**config.mk**
```make
export PLATFORM = sky130hd
export DESIGN_NAME = ift_trace_recorder
export DESIGN_NICKNAME = d
export VERILOG_FILES = /design/src/rtl/ift_trace_pkg.sv /design/src/rtl/ift_sync_fifo.sv /design/src/rtl/ift_trace_recorder.sv
export SDC_FILE = /design/constraint.sdc
export NUM_CORES = 1
export LEC_CHECK = 0
export CAP_MARGIN = 20
export CELL_PAD_IN_SITES_DETAIL_PLACEMENT = 0
export CELL_PAD_IN_SITES_GLOBAL_PLACEMENT = 1
export CORE_ASPECT_RATIO = 1.25
export CORE_MARGIN = 4
export CORE_UTILIZATION = 24
export CTS_CLUSTER_SIZE = 40
export DETAILED_ROUTE_END_ITERATION = 12
export PLACE_DENSITY = 0.54
export SLEW_MARGIN = 20
export SYNTH_ARGS = -nofsm -noshare
export SYNTH_HDL_FRONTEND = slang
export SYNTH_SLANG_ARGS = --single-unit
```
**constraint.sdc**
```tcl
create_clock -name CLK -period 15.8 [get_ports CLK]
set_clock_uncertainty 0.1 [all_clocks]
set_input_delay 1.58 -clock CLK [delete_from_list [all_inputs] [get_ports CLK]]
set_output_delay 1.58 -clock CLK [all_outputs]
set_load 0.1 [all_outputs]
```
**src/rtl/ift_trace_pkg.sv**
```systemverilog
`default_nettype none
// ============================================================================
// Module      : ift_trace_pkg
// Description : Shared widths, entry field offsets and sizing helpers for the
//               IFT trace recorder. An entry is packed as {ts, data, taint}
//               with the timestamp in the MSBs and the taint in the LSBs.
// Revision    : 1.0 - initial release
// ============================================================================
package ift_trace_pkg;

    localparam int DEF_DATA_W  = 2;
    localparam int DEF_TAINT_W = 32;
    localparam int DEF_TS_W    = 16;
    localparam int DEF_DEPTH   = 8;
    localparam int DEF_DROP_W  = 8;

    // Field offsets for the default widths.
    localparam int TAINT_LSB = 0;
    localparam int DATA_LSB  = TAINT_LSB + DEF_TAINT_W;
    localparam int TS_LSB    = DATA_LSB + DEF_DATA_W;

    // Number of bits needed to index 'value' entries (ceil(log2(value))).
    function automatic int clog2(input int value);
        int result;
        result = 0;
        for (int v = value - 1; v > 0; v = v >> 1) begin
            result = result + 1;
        end
        return result;
    endfunction

    function automatic int entry_w(input int ts_w, input int data_w, input int taint_w);
        return ts_w + data_w + taint_w;
    endfunction

endpackage
`default_nettype wire

```
**src/rtl/ift_sync_fifo.sv**
```systemverilog
`default_nettype none
// ============================================================================
// Module      : ift_sync_fifo
// Description : Show-ahead single-clock FIFO. The head entry is held in a
//               register so it is visible on o_data in the cycle after it is
//               written, and the RAM is only ever read at an occupied index.
// Ports       : clk, rst_n (async, active-low)
//               i_push/i_data  - write request and entry
//               i_pop          - advance head (ignored when empty)
//               o_data         - current head entry
//               o_full/o_empty - occupancy flags
//               o_level        - occupancy, 0..DEPTH
// Revision    : 1.0 - initial release
// ============================================================================
module ift_sync_fifo
    import ift_trace_pkg::*;
#(
    parameter int WIDTH = 8,
    parameter int DEPTH = 8      // power of two, >= 2
) (
    input  logic                    clk,
    input  logic                    rst_n,
    input  logic                    i_push,
    input  logic [WIDTH-1:0]        i_data,
    input  logic                    i_pop,
    output logic [WIDTH-1:0]        o_data,
    output logic                    o_full,
    output logic                    o_empty,
    output logic [clog2(DEPTH):0]   o_level
);

    localparam int C_AW = clog2(DEPTH);

    logic [WIDTH-1:0] r_mem [0:DEPTH-1];
    logic [WIDTH-1:0] r_head;
    logic [C_AW:0]    r_wr_ptr;
    logic [C_AW:0]    r_rd_ptr;
    logic [C_AW:0]    w_level;
    logic [C_AW:0]    w_rd_next;
    logic [C_AW:0]    w_remain;
    logic             w_full;
    logic             w_empty;
    logic             w_do_push;
    logic             w_do_pop;

    // Pointers carry one extra MSB so full and empty differ only in that bit.
    assign w_level   = r_wr_ptr - r_rd_ptr;
    assign w_empty   = (r_wr_ptr == r_rd_ptr);
    assign w_full    = (r_wr_ptr == {~r_rd_ptr[C_AW], r_rd_ptr[C_AW-1:0]});
    assign w_do_pop  = i_pop && !w_empty;
    assign w_do_push = i_push && (!w_full || w_do_pop);
    assign w_rd_next = r_rd_ptr + {{C_AW{1'b0}}, w_do_pop};
    // Entries already stored that survive this edge's pop.
    assign w_remain  = w_level - {{C_AW{1'b0}}, w_do_pop};

    always_ff @(posedge clk) begin
        if (w_do_push) begin
            r_mem[r_wr_ptr[C_AW-1:0]] <= i_data;
        end
    end

    always_ff @(posedge clk or negedge rst_n) begin
        if (!rst_n) begin
            r_wr_ptr <= '0;
            r_rd_ptr <= '0;
            r_head   <= '0;
        end else begin
            if (w_do_push) begin
                r_wr_ptr <= r_wr_ptr + 1'b1;
            end
            if (w_do_pop) begin
                r_rd_ptr <= w_rd_next;
            end
            // Next head comes from a surviving stored entry if there is one,
            // otherwise from the entry being written; an emptied FIFO holds.
            if (w_remain != '0) begin
                r_head <= r_mem[w_rd_next[C_AW-1:0]];
            end else if (w_do_push) begin
                r_head <= i_data;
            end
        end
    end

    assign o_data  = r_head;
    assign o_full  = w_full;
    assign o_empty = w_empty;
    assign o_level = w_level;

endmodule
`default_nettype wire

```
**src/rtl/ift_trace_recorder.sv**
```systemverilog
`default_nettype none
// ============================================================================
// Module      : ift_trace_recorder
// Description : Samples {Q, Q_t} every enabled clock and pushes a timestamped
//               entry into a FIFO only when the sample changes, on the first
//               sample after enable/reset, or at the timestamp wrap point.
//               Entries that find the FIFO full are dropped and counted.
// Ports       : CLK, RST_N (async, active-low), EN (sampling enable),
//               CLR (clear OVERFLOW/DROP_CNT), Q/Q_t (sampled value/taint),
//               OUT_VALID/OUT_READY/OUT_DATA (entry stream {ts,data,taint}),
//               OVERFLOW (sticky drop flag), DROP_CNT (saturating drops),
//               LEVEL (FIFO occupancy)
// Revision    : 1.0 - initial release
// ============================================================================
module ift_trace_recorder
    import ift_trace_pkg::*;
#(
    parameter int DATA_W  = DEF_DATA_W,
    parameter int TAINT_W = DEF_TAINT_W,
    parameter int TS_W    = DEF_TS_W,
    parameter int DEPTH   = DEF_DEPTH,
    parameter int DROP_W  = DEF_DROP_W
) (
    input  logic                                   CLK,
    input  logic                                   RST_N,
    input  logic                                   EN,
    input  logic                                   CLR,
    input  logic [DATA_W-1:0]                      Q,
    input  logic [TAINT_W-1:0]                     Q_t,
    output logic                                   OUT_VALID,
    input  logic                                   OUT_READY,
    output logic [entry_w(TS_W,DATA_W,TAINT_W)-1:0] OUT_DATA,
    output logic                                   OVERFLOW,
    output logic [DROP_W-1:0]                      DROP_CNT,
    output logic [clog2(DEPTH):0]                  LEVEL
);

    localparam int C_ENTRY_W  = entry_w(TS_W, DATA_W, TAINT_W);
    localparam int C_SAMPLE_W = DATA_W + TAINT_W;

    logic [TS_W-1:0]       r_ts;
    logic [C_SAMPLE_W-1:0] r_last;
    logic                  r_first;
    logic                  r_overflow;
    logic [DROP_W-1:0]     r_drop_cnt;

    logic [C_SAMPLE_W-1:0] w_sample;
    logic [C_ENTRY_W-1:0]  w_entry;
    logic                  w_record;
    logic                  w_full;
    logic                  w_empty;
    logic                  w_pop;
    logic                  w_drop;

    assign w_sample = {Q, Q_t};
    assign w_entry  = {r_ts, w_sample};

    // The wrap marker is forced so a consumer can count timestamp epochs even
    // when the sampled value never changes.
    assign w_record = EN && (r_first || (w_sample != r_last) || (r_ts == {TS_W{1'b1}}));
    assign w_pop    = OUT_READY && !w_empty;
    // A pop in the same cycle frees the slot, so a full FIFO only drops
    // when nothing leaves.
    assign w_drop   = w_record && w_full && !w_pop;

    always_ff @(posedge CLK or negedge RST_N) begin
        if (!RST_N) begin
            r_ts       <= '0;
            r_last     <= '0;
            r_first    <= 1'b1;
            r_overflow <= 1'b0;
            r_drop_cnt <= '0;
        end else begin
            if (EN) begin
                r_ts <= r_ts + 1'b1;
                if (w_record) begin
                    r_last  <= w_sample;
                    r_first <= 1'b0;
                end
            end else begin
                // Re-enabling always records its first sample.
                r_first <= 1'b1;
            end

            // Clear takes priority over a drop in the same cycle.
            if (CLR) begin
                r_overflow <= 1'b0;
                r_drop_cnt <= '0;
            end else if (w_drop) begin
                r_overflow <= 1'b1;
                if (r_drop_cnt != {DROP_W{1'b1}}) begin
                    r_drop_cnt <= r_drop_cnt + 1'b1;
                end
            end
        end
    end

    ift_sync_fifo #(
        .WIDTH (C_ENTRY_W),
        .DEPTH (DEPTH)
    ) u_fifo (
        .clk     (CLK),
        .rst_n   (RST_N),
        .i_push  (w_record),
        .i_data  (w_entry),
        .i_pop   (OUT_READY),
        .o_data  (OUT_DATA),
        .o_full  (w_full),
        .o_empty (w_empty),
        .o_level (LEVEL)
    );

    assign OUT_VALID = !w_empty;
    assign OVERFLOW  = r_overflow;
    assign DROP_CNT  = r_drop_cnt;

endmodule
`default_nettype wire
```
==> run summary, run 1 <==
===============================================================================================
Result of the run ................................................................ finished clean
Highest fanout seen on the critical path .........................................            6
Main synth FF type ...............................................................     edfxtp_1
Largest net degree at the start of global routing ................................           74
Multi-input combinational cell area ..............................................     5567 um2
Clock root buffer master .........................................................    clkbuf_16
Final min period .................................................................      5173 ps
I/O pin cnt ......................................................................          103
Overall die area .................................................................    91270 um2
Maximum frequency from static timing analysis ....................................    193.3 MHz
Routed WL ........................................................................     55020 um
Unrepaired setup endpoints after global routing ..................................           no
Crit path capture type ...........................................................  output port
Share of final-layout standard cells stronger than drive strength 1 ..............       17.37%
Number of nets with antenna violations after detailed routing ....................            0
Post-route design area ...........................................................    24990 um2
Total core area ..................................................................    85730 um2
Number of endpoints with negative hold slack in the final report .................            0
Clock insertion delay at the later pin of the skew report ........................       580 ps
CP max stage cell ................................................................ clkdlybuf4s50_1
Setup TNS ........................................................................         0 ps
Sequential cell area .............................................................    14970 um2
Most area-consuming cells after synthesis ........................................ edfxtp_1 (58%), dfrtp_1 (14%), mux4_2 (11%)
Number of H-tree branching levels ................................................            2
Clock input transition at the sequential cells of the worst setup and hold paths .        70 ps
Gates resized, CTS repair ........................................................            0
Total power divided by cell area ................................................. 224.6 nW/um2
Die Wd ...........................................................................     271.0 um
Number of library cell types mapped by synthesis .................................           49
CTS buffer count .................................................................           50
Fraction of the yosys area taken by sequential cells .............................       72.12%
Mean number of vias per cell .....................................................        4.435
Most frequent CP cell ............................................................        inv_1
Clock tree buffer depth ..........................................................            3
Clock sink total .................................................................          518
Peak per-stage delay on the critical path ........................................      1180 ps
Post-synthesis instance total ....................................................         1178
Via count of the first global-routing pass .......................................        11653
Most numerous cell in the Yosys netlist ..........................................     edfxtp_1
Path type of the worst setup path ................................................ register to output port
Headroom to the max-slew limit ...................................................       23.84%
Most frequent cells after synthesis .............................................. edfxtp_1 (400), dfrtp_1 (117), nand2_1 (116)
Data required time at the worst endpoint .........................................     14120 ps
Initial antenna violation count ..................................................            5
Leakage power summed over all cells ..............................................     8.502 nW
Synthesized Nets .................................................................         1227
Max capacitance violation total ..................................................            0
Cells along the critical path .................................................... inv_1, ha_1, inv_1, fa_1, xor2_1, clkdlybuf4s50_1
Sort of element at the start of the critical path ................................     register
Post-synthesis instance area .....................................................    20750 um2
Worst-case vdd ir drop ...........................................................    0.1819 mV
Hold_buf cts .....................................................................            0
Routability congestion estimate from global placement ............................       0.6858
Overall via count from detail_route ..............................................        11022
Die extent in y ..................................................................     336.8 um
Reg-to-reg setup timing slack ....................................................     11170 ps
Final Max Slew Viols .............................................................            0
Total DRC errors in the routed layout ............................................            0
Leftover overflow at the end of global routing ...................................            0
Cell taking the most area after synthesis ........................................     edfxtp_1
Post-place instance area .........................................................    23190 um2
Overall fraction of global-route tracks in use ...................................       11.86%
Post-route fraction of the period consumed by the critical path ..................       32.74%
Number of setup buffers added after CTS ..........................................            0
Routed wire per std cell .........................................................     22.14 um
Number of synthesized flops with an enable pin ...................................          400
Area growth syn-to-layout ........................................................       20.41%
Wire length of the first global-routing pass .....................................     81100 um
Worst slew pin tran ..............................................................      1139 ps
Initial Util .....................................................................       24.21%
TritonRoute pass-1 iters .........................................................            5
CTS tree .........................................................................         done
Filler Cells Inserted ............................................................         8453
Min-Delay Path Depth .............................................................            1
Critical R2R Launch .............................................................. u_fifo.r_wr_ptr[0]$_DFFE_PN0P_
Mean instance size in the synthesized netlist ....................................    17.62 um2
Final hold slack .................................................................     396.3 ps
Launching element of the worst setup path ........................................ u_fifo.r_wr_ptr[0]$_DFFE_PN0P_
Total of buffers placed on input and output ports ................................          102
Number of storage elements in the synthesis netlist ..............................          518
Data arrival at the endpoint of the critical path ................................      3490 ps
Row Count ........................................................................          120
Post-synth ARST share ............................................................       22.78%
Launch point of the worst hold path .............................................. u_fifo.r_rd_ptr[3]$_DFFE_PN0N_
Placed wire-length estimate after detailed placement .............................     30020 um
Worst min-delay path class ....................................................... register to register
Net count, final .................................................................         1331
Synth warn .......................................................................            0
Share of the synthesized area in the top cell type ...............................       57.88%
Depth of the worst register-to-register path .....................................           10
Iteration-0 DRC count of the detailed router .....................................          731
Count of endpoints failing setup in the final report .............................            0
===============================================================================================
## final timing paths
path / to
setup / recovery: LEVEL[2]
hold / removal: u_fifo.r_rd_ptr[3]$_DFFE_PN0N_
setup reg to reg: u_fifo.o_data[14]$_DFFE_PN0P_
hold reg to reg: u_fifo.r_rd_ptr[3]$_DFFE_PN0N_
max in group asynchronous: u_fifo.o_data[14]$_DFFE_PN0P_
min in group asynchronous: u_fifo.r_wr_ptr[1]$_DFFE_PN0P_
## stage by stage
stage / instances / util [%] / setup WS, ps / power [mW]
after floorplan: 1178 / - / 7348 / 3.696
after global placement: 2389 / 27.05 / 10050 / 4.372
after detailed placement: 2389 / 27.05 / 9942 / 4.403
after CTS: 2483 / 29.14 / 10570 / 5.719
after global routing: 2483 / 29.14 / 10410 / 5.909
final: 2485 / 29.15 / 10630 / 5.612
## cell usage in the layout, fill, tap and decap left out, types with 3 or more instances in the layout
cell             synthesis  final
or4_1                    4      4
buf_4                    0     21
nand3_1                 14     14
a21oi_1                  7      7
clkbuf_1                45      9
xor2_1                  12     11
edfxtp_1               400    400
dfrtp_1                117    117
o31ai_1                  4      4
clkbuf_8                 0      5
inv_1                    7      7
o21ai_0                 22     22
nand4_1                 14     14
a31oi_1                 49     49
a22oi_1                 50     50
ha_1                     9      7
clkdlybuf4s50_1          0    101
mux2_2                   3      3
mux2i_1                 50     50
clkinv_2                 0     13
clkbuf_16                0     53
nor2_1                  10     10
mux4_2                 100    100
nor2b_1                  3      3
nand2_1                116    116
and3_1                   4      4
bufinv_16                0      9
o21ai_1                 34     33
xnor2_1                 46     46
## where the power goes
group	internal, mW	switching, mW
sequential	1.77	0.152
combinational	0.853	1.54
clock	0.783	0.518
total	3.41	2.21
## critical path, delay by kind of cell (launching register included)
family     cells  cell delay, ps
buf+inv        3            1590
xor+xnor       1             220
fa+ha+maj      2             620
flops          1             490
## layout make-up
type | instances | share of cell area, %
multi-input cells | 582 | 22.28
clock inverters | 27 | 1.467
diodes | 2 | 0.02003
clock buffers | 67 | 5.718
inverters | 7 | 0.1051
well taps | 1159 | 5.803
flip-flops and latches | 518 | 59.89
repair buffers | 123 | 4.722
## flip-flops by register name, indices dropped and copies added, names as in the netlist
signal,cells
DROP_CNT,8
OVERFLOW,1
r_first,1
r_last,34
r_ts,16
u_fifo.o_data,50
u_fifo.r_mem,400
u_fifo.r_rd_ptr,4
u_fifo.r_wr_ptr,4
## routing by layer
metal	up-vias	routed length [um]	track usage, %
li1	4876	-	-
met1	5860	23700	15.29
met2	206	27810	20.57
met3	72	2444	2.406
met4	8	1007	2.937
met5	-	55	0
## cell families (layout without fill, tap and decap cells)
| group | Yosys count | after routing | share of synthesized area, % |
|---|---|---|---|
| fa+ha+maj | 10 | 10 | 0.6391 |
| simple gates | 188 | 188 | 4.353 |
| other cells | 0 | 2 | 0 |
| buf+inv | 78 | 224 | 1.676 |
| xor+xnor | 58 | 58 | 2.448 |
| compound gates | 171 | 171 | 5.215 |
| flops | 518 | 518 | 72.12 |
| mux | 155 | 155 | 13.55 |
No activity file was read; power rests on OpenSTA's default activity.
==> run 2: changes to the inputs <==
Settings changed: PLACE_DENSITY 0.54 to 0.55.
Clock period 15.8 ns to 4.4 ns, I/O delays scaled along.
==> run summary, run 2 (synthesized netlist as in run 1, its figures left out) <==
===============================================================================================
Clock tree buffer depth ..........................................................            3
Filler Cells Inserted ............................................................         8425
Routed WL ........................................................................     54990 um
Leakage power summed over all cells ..............................................     8.819 nW
Routed wire per std cell .........................................................     21.74 um
Clock root buffer master .........................................................    clkbuf_16
Path type of the worst setup path ................................................ register to register
Result of the run ................................................................ finished clean
Clock sink total .................................................................          518
Highest fanout seen on the critical path .........................................           18
Met1 capacity usage during global routing ........................................       15.40%
Iteration-0 DRC count of the detailed router .....................................          800
Sort of element at the start of the critical path ................................     register
Worst slew pin tran ..............................................................      1143 ps
Global routing met2 resource utilization .........................................       20.94%
Total core area ..................................................................    85730 um2
Util after Layout ................................................................       29.88%
Placed wire-length estimate after detailed placement .............................     31870 um
Count of endpoints failing setup in the final report .............................            0
Data required time at the worst endpoint .........................................      4760 ps
Number of nets with antenna violations after detailed routing ....................            0
I/O pin cnt ......................................................................          103
Net Sw Power .....................................................................     8.057 mW
Mean number of vias per cell .....................................................        4.440
Post-route design area ...........................................................    25610 um2
Overall fraction of global-route tracks in use ...................................       12.02%
Number of antenna diodes .........................................................            0
Share of final-layout standard cells stronger than drive strength 1 ..............       20.35%
Met3 global-route usage ..........................................................       2.363%
Final Max Slew Viols .............................................................            0
Row Count ........................................................................          120
Unrepaired setup endpoints after global routing ..................................           no
Maximum frequency from static timing analysis ....................................    250.4 MHz
Number of flip-flops in the largest register .....................................          400
TritonRoute pass-1 iters .........................................................            5
Final non-filler cell total ......................................................         2530
Cell count after placement .......................................................         2432
Total of buffers placed on input and output ports ................................          102
Leftover overflow at the end of global routing ...................................            0
Post-place instance area .........................................................    23770 um2
Initial antenna violation count ..................................................            2
Headroom to the max-slew limit ...................................................       23.58%
Worst-case vdd ir drop ...........................................................    0.9494 mV
Reg power frac ...................................................................        33.2%
Wire length of the first global-routing pass .....................................     82410 um
Clk pwr share ....................................................................        22.9%
Routability congestion estimate from global placement ............................       0.6969
Clock input transition at the sequential cells of the worst setup and hold paths .        60 ps
Number of endpoints with negative hold slack in the final report .................            0
GRT busiest layer ................................................................         met2
Highest-count cells in the layout ignoring fill and taps ......................... edfxtp_1 (400), dfrtp_1 (117), nand2_1 (116)
Area growth syn-to-layout ........................................................       23.42%
Post-route fraction of the period consumed by the critical path ..................       90.78%
Final min period .................................................................      3994 ps
Total DRC errors in the routed layout ............................................            0
Number of setup buffers added after CTS ..........................................            0
CTS tree .........................................................................         done
Largest net degree at the start of global routing ................................           77
Worst min-delay path class ....................................................... input port to async pin
Max capacitance violation total ..................................................            0
Number of H-tree branching levels ................................................            2
Die extent in y ..................................................................     336.8 um
Most common cell after layout, fill and taps aside ...............................     edfxtp_1
Share of power burned in combinational logic .....................................        43.9%
Die Wd ...........................................................................     271.0 um
CTS buffer count .................................................................           52
Overall die area .................................................................    91270 um2
Via count of the first global-routing pass .......................................        12016
Overall via count from detail_route ..............................................        11234
Net count, final .................................................................         1377
Total power divided by cell area ................................................. 803.2 nW/um2
Initial Util .....................................................................       24.21%
Clock insertion delay at the later pin of the skew report ........................       600 ps
Data arrival at the endpoint of the critical path ................................      4350 ps
Crit path capture type ...........................................................     register
Internal .........................................................................     12.52 mW
Sw Share .........................................................................       39.16%
===============================================================================================
run 2: cell count changes in the layout (fill, tap and decap cells not counted), moves of 3 or more:
| cell | delta |
|---|---|
| clkbuf_1 | +3 |
| buf_4 | +30 |
| clkinv_2 | -5 |
| buf_12 | +18 |
| clkbuf_8 | +3 |
| clkdlybuf4s50_1 | -6 |
run 2: worst max-delay path: stages, from the launching register on:
cell and delay, ps:
dfrtp_1 620, inv_1 350, ha_1 460, nand4_1 150
and2_1 290, ha_4 600, buf_12 270, mux4_2 540
mux2i_1 330, a22oi_1 120
run 2: cell type report:
class	count	area (um2)	area share, %
clock buffer	74	1506	5.881
clock inverter	23	336.6	1.314
inverter	7	26.28	0.1026
multi-input combinational	582	5608	21.89
sequential	518	14970	58.43
tap	1159	1450	5.662
timing repair buffer	167	1720	6.717
run 2: power by group through the flow:
stage | clock [mW] | sequential (mW) | combinational (mW)
after global routing | 5.06 | 6.93 | 9.68
after CTS | 4.88 | 6.85 | 9.25
final | 4.71 | 6.83 | 9.03
after global placement | 0 | 6.89 | 9.20
after floorplan | 0 | 8.52 | 4.76
after detailed placement | 0 | 6.94 | 9.23
run 2: final timing paths:
kind                                           startpoint                             end  slack (ps)  cells past startpoint
max in group asynchronous                           RST_N    u_fifo.o_data[7]$_DFFE_PN0P_        2890                      3
min                                                 RST_N         DROP_CNT[6]$_DFFE_PN0P_         360                      2
min in group CLK           u_fifo.r_wr_ptr[3]$_DFFE_PN0P_  u_fifo.r_wr_ptr[3]$_DFFE_PN0P_         390                      1
min reg2reg                u_fifo.r_wr_ptr[3]$_DFFE_PN0P_  u_fifo.r_wr_ptr[3]$_DFFE_PN0P_         390                      1
max reg2reg                u_fifo.r_wr_ptr[0]$_DFFE_PN0P_   u_fifo.o_data[24]$_DFFE_PN0P_         410                      9
max                        u_fifo.r_wr_ptr[0]$_DFFE_PN0P_   u_fifo.o_data[24]$_DFFE_PN0P_         410                      9
run 2: metal layers:
| metal | wire, um | vias to the layer above |
|---|---|---|
| li1 | - | 4978 |
| met1 | 23440 | 5943 |
| met2 | 27650 | 235 |
| met3 | 2636 | 74 |
| met4 | 1246 | 4 |
| met5 | 21 | - |
run 2: stage by stage:
stage,hold WS [ps],total power [mW],setup TNS [ps],worst slack (ps)
finish,359.2,20.57,0,405.7
global route,414.4,21.66,0,85.39
CTS,390.7,20.97,0,285.8
detailed placement,382.3,16.17,0,285.2
global placement,378.6,16.09,0,312.8
floorplan,44.41,13.28,-314540,-1066
run 2: repair_timing:
| action | in CTS | in global routing |
|---|---|---|
| gates resized for setup | 0 | 0 |
| hold buffers | 1 | 0 |
| endpoints found under the hold margin | 73 | 0 |
==> run 3: changes to the inputs <==
Settings changed: PLACE_DENSITY 0.55 to 0.53, SYNTH_HIERARCHICAL from default to 1.
Clock period 4.4 ns to 4.85 ns, I/O delays scaled along.
==> run summary, run 3 <==
===============================================================================================
Post-synthesis instance total ....................................................         1038
Sw Share .........................................................................       39.27%
CTS tree .........................................................................         done
Count of endpoints failing setup in the final report .............................            0
Clock input transition at the sequential cells of the worst setup and hold paths .        70 ps
Mean instance size in the synthesized netlist ....................................    20.00 um2
Most frequent cells after synthesis .............................................. edfxtp_1 (400), mux2i_1 (151), dfrtp_1 (117)
Placed wire-length estimate after detailed placement .............................     29600 um
Number of synthesized flops with an enable pin ...................................          400
Initial Util .....................................................................       24.22%
Util after Layout ................................................................       29.28%
Largest net degree at the start of global routing ................................           80
Leakage power summed over all cells ..............................................     8.871 nW
Row Count ........................................................................          120
R2R Path End ..................................................................... u_fifo/o_data[8]$_DFFE_PN0P_
Number of H-tree branching levels ................................................            2
Maximum frequency from static timing analysis ....................................    240.5 MHz
Post-placement worst setup slack .................................................     648.0 ps
Total DRC errors in the routed layout ............................................            0
Cell taking the most area after synthesis ........................................     edfxtp_1
Path type of the worst setup path ................................................ register to output port
Number of nets with antenna violations after detailed routing ....................            0
Net Sw Power .....................................................................     7.059 mW
Filler Cells Inserted ............................................................         8403
Post-route fraction of the period consumed by the critical path ..................       85.72%
Highest fanout seen on the critical path .........................................            8
Sequential cell area .............................................................    14970 um2
Cells along the critical path .................................................... inv_1, ha_1, nand3b_1, and3_1, nor2_1, clkdlybuf4s50_1
Clock tree buffer depth ..........................................................            3
Worst min-delay path class ....................................................... register to register
Met3 global-route usage ..........................................................       1.893%
Most numerous cell in the Yosys netlist ..........................................     edfxtp_1
Min-Delay Path Depth .............................................................            1
Power after layout ...............................................................     17.98 mW
Data required time at the worst endpoint .........................................      4260 ps
Share of power burned in combinational logic .....................................        43.9%
Result of the run ................................................................ finished clean
Clock sink total .................................................................          518
Overall die area .................................................................    91310 um2
Die Wd ...........................................................................     271.1 um
Most common cell after layout, fill and taps aside ...............................     edfxtp_1
Reg-to-reg setup timing slack ....................................................       970 ps
CTS buffer count .................................................................           48
Number of library cell types mapped by synthesis .................................           40
Max capacitance violation total ..................................................            0
Post-synth ARST share ............................................................       22.78%
Share of final-layout standard cells stronger than drive strength 1 ..............       22.10%
Unrepaired setup endpoints after global routing ..................................           no
Setup TNS ........................................................................         0 ps
Highest-count cells in the layout ignoring fill and taps ......................... edfxtp_1 (400), mux2i_1 (151), dfrtp_1 (117)
Met1 capacity usage during global routing ........................................       14.14%
Overall fraction of global-route tracks in use ...................................       11.01%
Overall via count from detail_route ..............................................        10011
Area growth syn-to-layout ........................................................       20.92%
Routed wire per std cell .........................................................     21.06 um
Critical R2R Launch .............................................................. u_fifo/r_wr_ptr[0]$_DFFE_PN0P_
Data arrival at the endpoint of the critical path ................................      3570 ps
I/O pin cnt ......................................................................          103
Clock root buffer master .........................................................    clkbuf_16
Leftover overflow at the end of global routing ...................................            0
Clock insertion delay at the later pin of the skew report ........................       570 ps
Global routing met2 resource utilization .........................................       19.37%
Worst slew pin tran ..............................................................      1091 ps
Iteration-0 DRC count of the detailed router .....................................          532
Most area-consuming cells after synthesis ........................................ edfxtp_1 (58%), dfrtp_1 (14%), mux4_2 (11%)
Synthesized Nets .................................................................         1087
Share of the synthesized area in the top cell type ...............................       57.85%
Net count, final .................................................................         1237
Total of buffers placed on input and output ports ................................          102
Total core area ..................................................................    85730 um2
Multi-input combinational cell area ..............................................     5604 um2
Reg power frac ...................................................................        34.6%
Crit path capture type ...........................................................  output port
Clk pwr share ....................................................................        21.5%
Final Max Slew Viols .............................................................            0
Synth warn .......................................................................            6
GRT busiest layer ................................................................         met2
Initial antenna violation count ..................................................            1
Routed WL ........................................................................     50240 um
Wire length of the first global-routing pass .....................................     75520 um
Main synth FF type ...............................................................     edfxtp_1
Number of endpoints with negative hold slack in the final report .................            0
Number of flip-flops in the largest register .....................................          400
TritonRoute pass-1 iters .........................................................            4
Mean number of vias per cell .....................................................        4.196
Launch point of the worst hold path .............................................. OVERFLOW$_DFFE_PN0P_
Total power divided by cell area ................................................. 716.0 nW/um2
Final min period .................................................................      4157 ps
Sort of element at the start of the critical path ................................     register
Fraction of the yosys area taken by sequential cells .............................       72.08%
Headroom to the max-slew limit ...................................................       27.06%
Die extent in y ..................................................................     336.8 um
Worst-case vdd ir drop ...........................................................    0.8136 mV
Routability congestion estimate from global placement ............................       0.6911
Depth of the worst register-to-register path .....................................            9
Post-synthesis instance area .....................................................    20760 um2
CP max stage cell ................................................................ clkdlybuf4s50_1
Number of storage elements in the synthesis netlist ..............................          518
Internal .........................................................................     10.92 mW
Peak per-stage delay on the critical path ........................................      1210 ps
Worst Hold Endpoint .............................................................. OVERFLOW$_DFFE_PN0P_
Post-route setup slack ...........................................................     692.8 ps
Via count of the first global-routing pass .......................................        10999
===============================================================================================
-- run 3: layout make-up --
type	instances	area share [%]
Clock inverter	26	1.151
Tap cell	1159	5.776
Sequential cell	518	59.61
Timing Repair Buffer	145	5.736
Clock buffer	62	5.198
Antenna cell	1	0.009968
Multi-Input combinational cell	462	22.32
Inverter	13	0.1944
-- run 3: kinds of logic (layout without fill, tap and decap cells) --
family,after synthesis,after routing,synth area share [%]
other cells,0,1,0
buf+inv,58,246,1.549
flops,518,518,72.08
xor+xnor,59,59,2.489
simple gates,85,85,2.157
fa+ha+maj,10,10,0.6388
mux,292,292,20.35
compound gates,16,16,0.7353
-- run 3: worst max-delay path by stage --
stage                                              start                      endpoint  slack [ps]  cells after the start
after floorplan                      r_ts[8]$_DFFE_PN0P_  u_fifo/r_mem[4][0]$_DFFE_PP_       -1030                      9
after global placement                            Q_t[0]  u_fifo/o_data[8]$_DFFE_PN0P_         620                     10
after detailed placement                          Q_t[1]  u_fifo/o_data[9]$_DFFE_PN0P_         650                     10
after CTS                 u_fifo/r_wr_ptr[0]$_DFFE_PN0P_                      LEVEL[3]         650                      6
after global routing      u_fifo/r_wr_ptr[0]$_DFFE_PN0P_                      LEVEL[3]         550                      6
final                     u_fifo/r_wr_ptr[0]$_DFFE_PN0P_                      LEVEL[3]         690                      6
-- run 3: what timing repair did --
item / in CTS / in global routing
buffers inserted: 0 / 0
gates resized for setup: 0 / 0
endpoints found under the hold margin: 77 / 0
hold buffers: 1 / 0
-- run 3: power groups by stage --
stage | Combinational [mW] | Clock [mW] | Sequential, mW
floorplan | 4.34 | 0 | 7.76
global placement | 8.04 | 0 | 6.30
detailed placement | 8.10 | 0 | 6.34
CTS | 8.11 | 3.99 | 6.25
global route | 8.44 | 4.17 | 6.33
finish | 7.89 | 3.86 | 6.23
-- run 3: critical path: cells and delay by family, from the launching register on --
family | cells | cell delay, ps
DFF | 1 | 600
buffers and inverters | 2 | 1450
and+or+nand+nor | 3 | 650
adders and majority gates | 1 | 280
-- run 3: per-layer routing --
| metal | part of all wire [%] | routed length [um] | vias up |
|---|---|---|---|
| li1 | - | - | 4437 |
| met1 | 43 | 21770 | 5376 |
| met2 | 51 | 25690 | 143 |
| met3 | 3.7 | 1859 | 55 |
| met4 | 1.8 | 921 | 0 |
| met5 | 0 | 0 | - |
-- run 3: per-stage QoR --
| stage | hold slack (ps) | area, um2 | instances |
|---|---|---|---|
| 2_1_floorplan | 89.41 | 20790 | 1038 |
| 3_3_place_gp | 394.1 | 23500 | 2296 |
| 3_5_place_dp | 398.7 | 23500 | 2296 |
| 4_1_cts | 417.2 | 25110 | 2385 |
| 5_1_grt | 424.8 | 25110 | 2386 |
| 6_report | 416.3 | 25110 | 2386 |
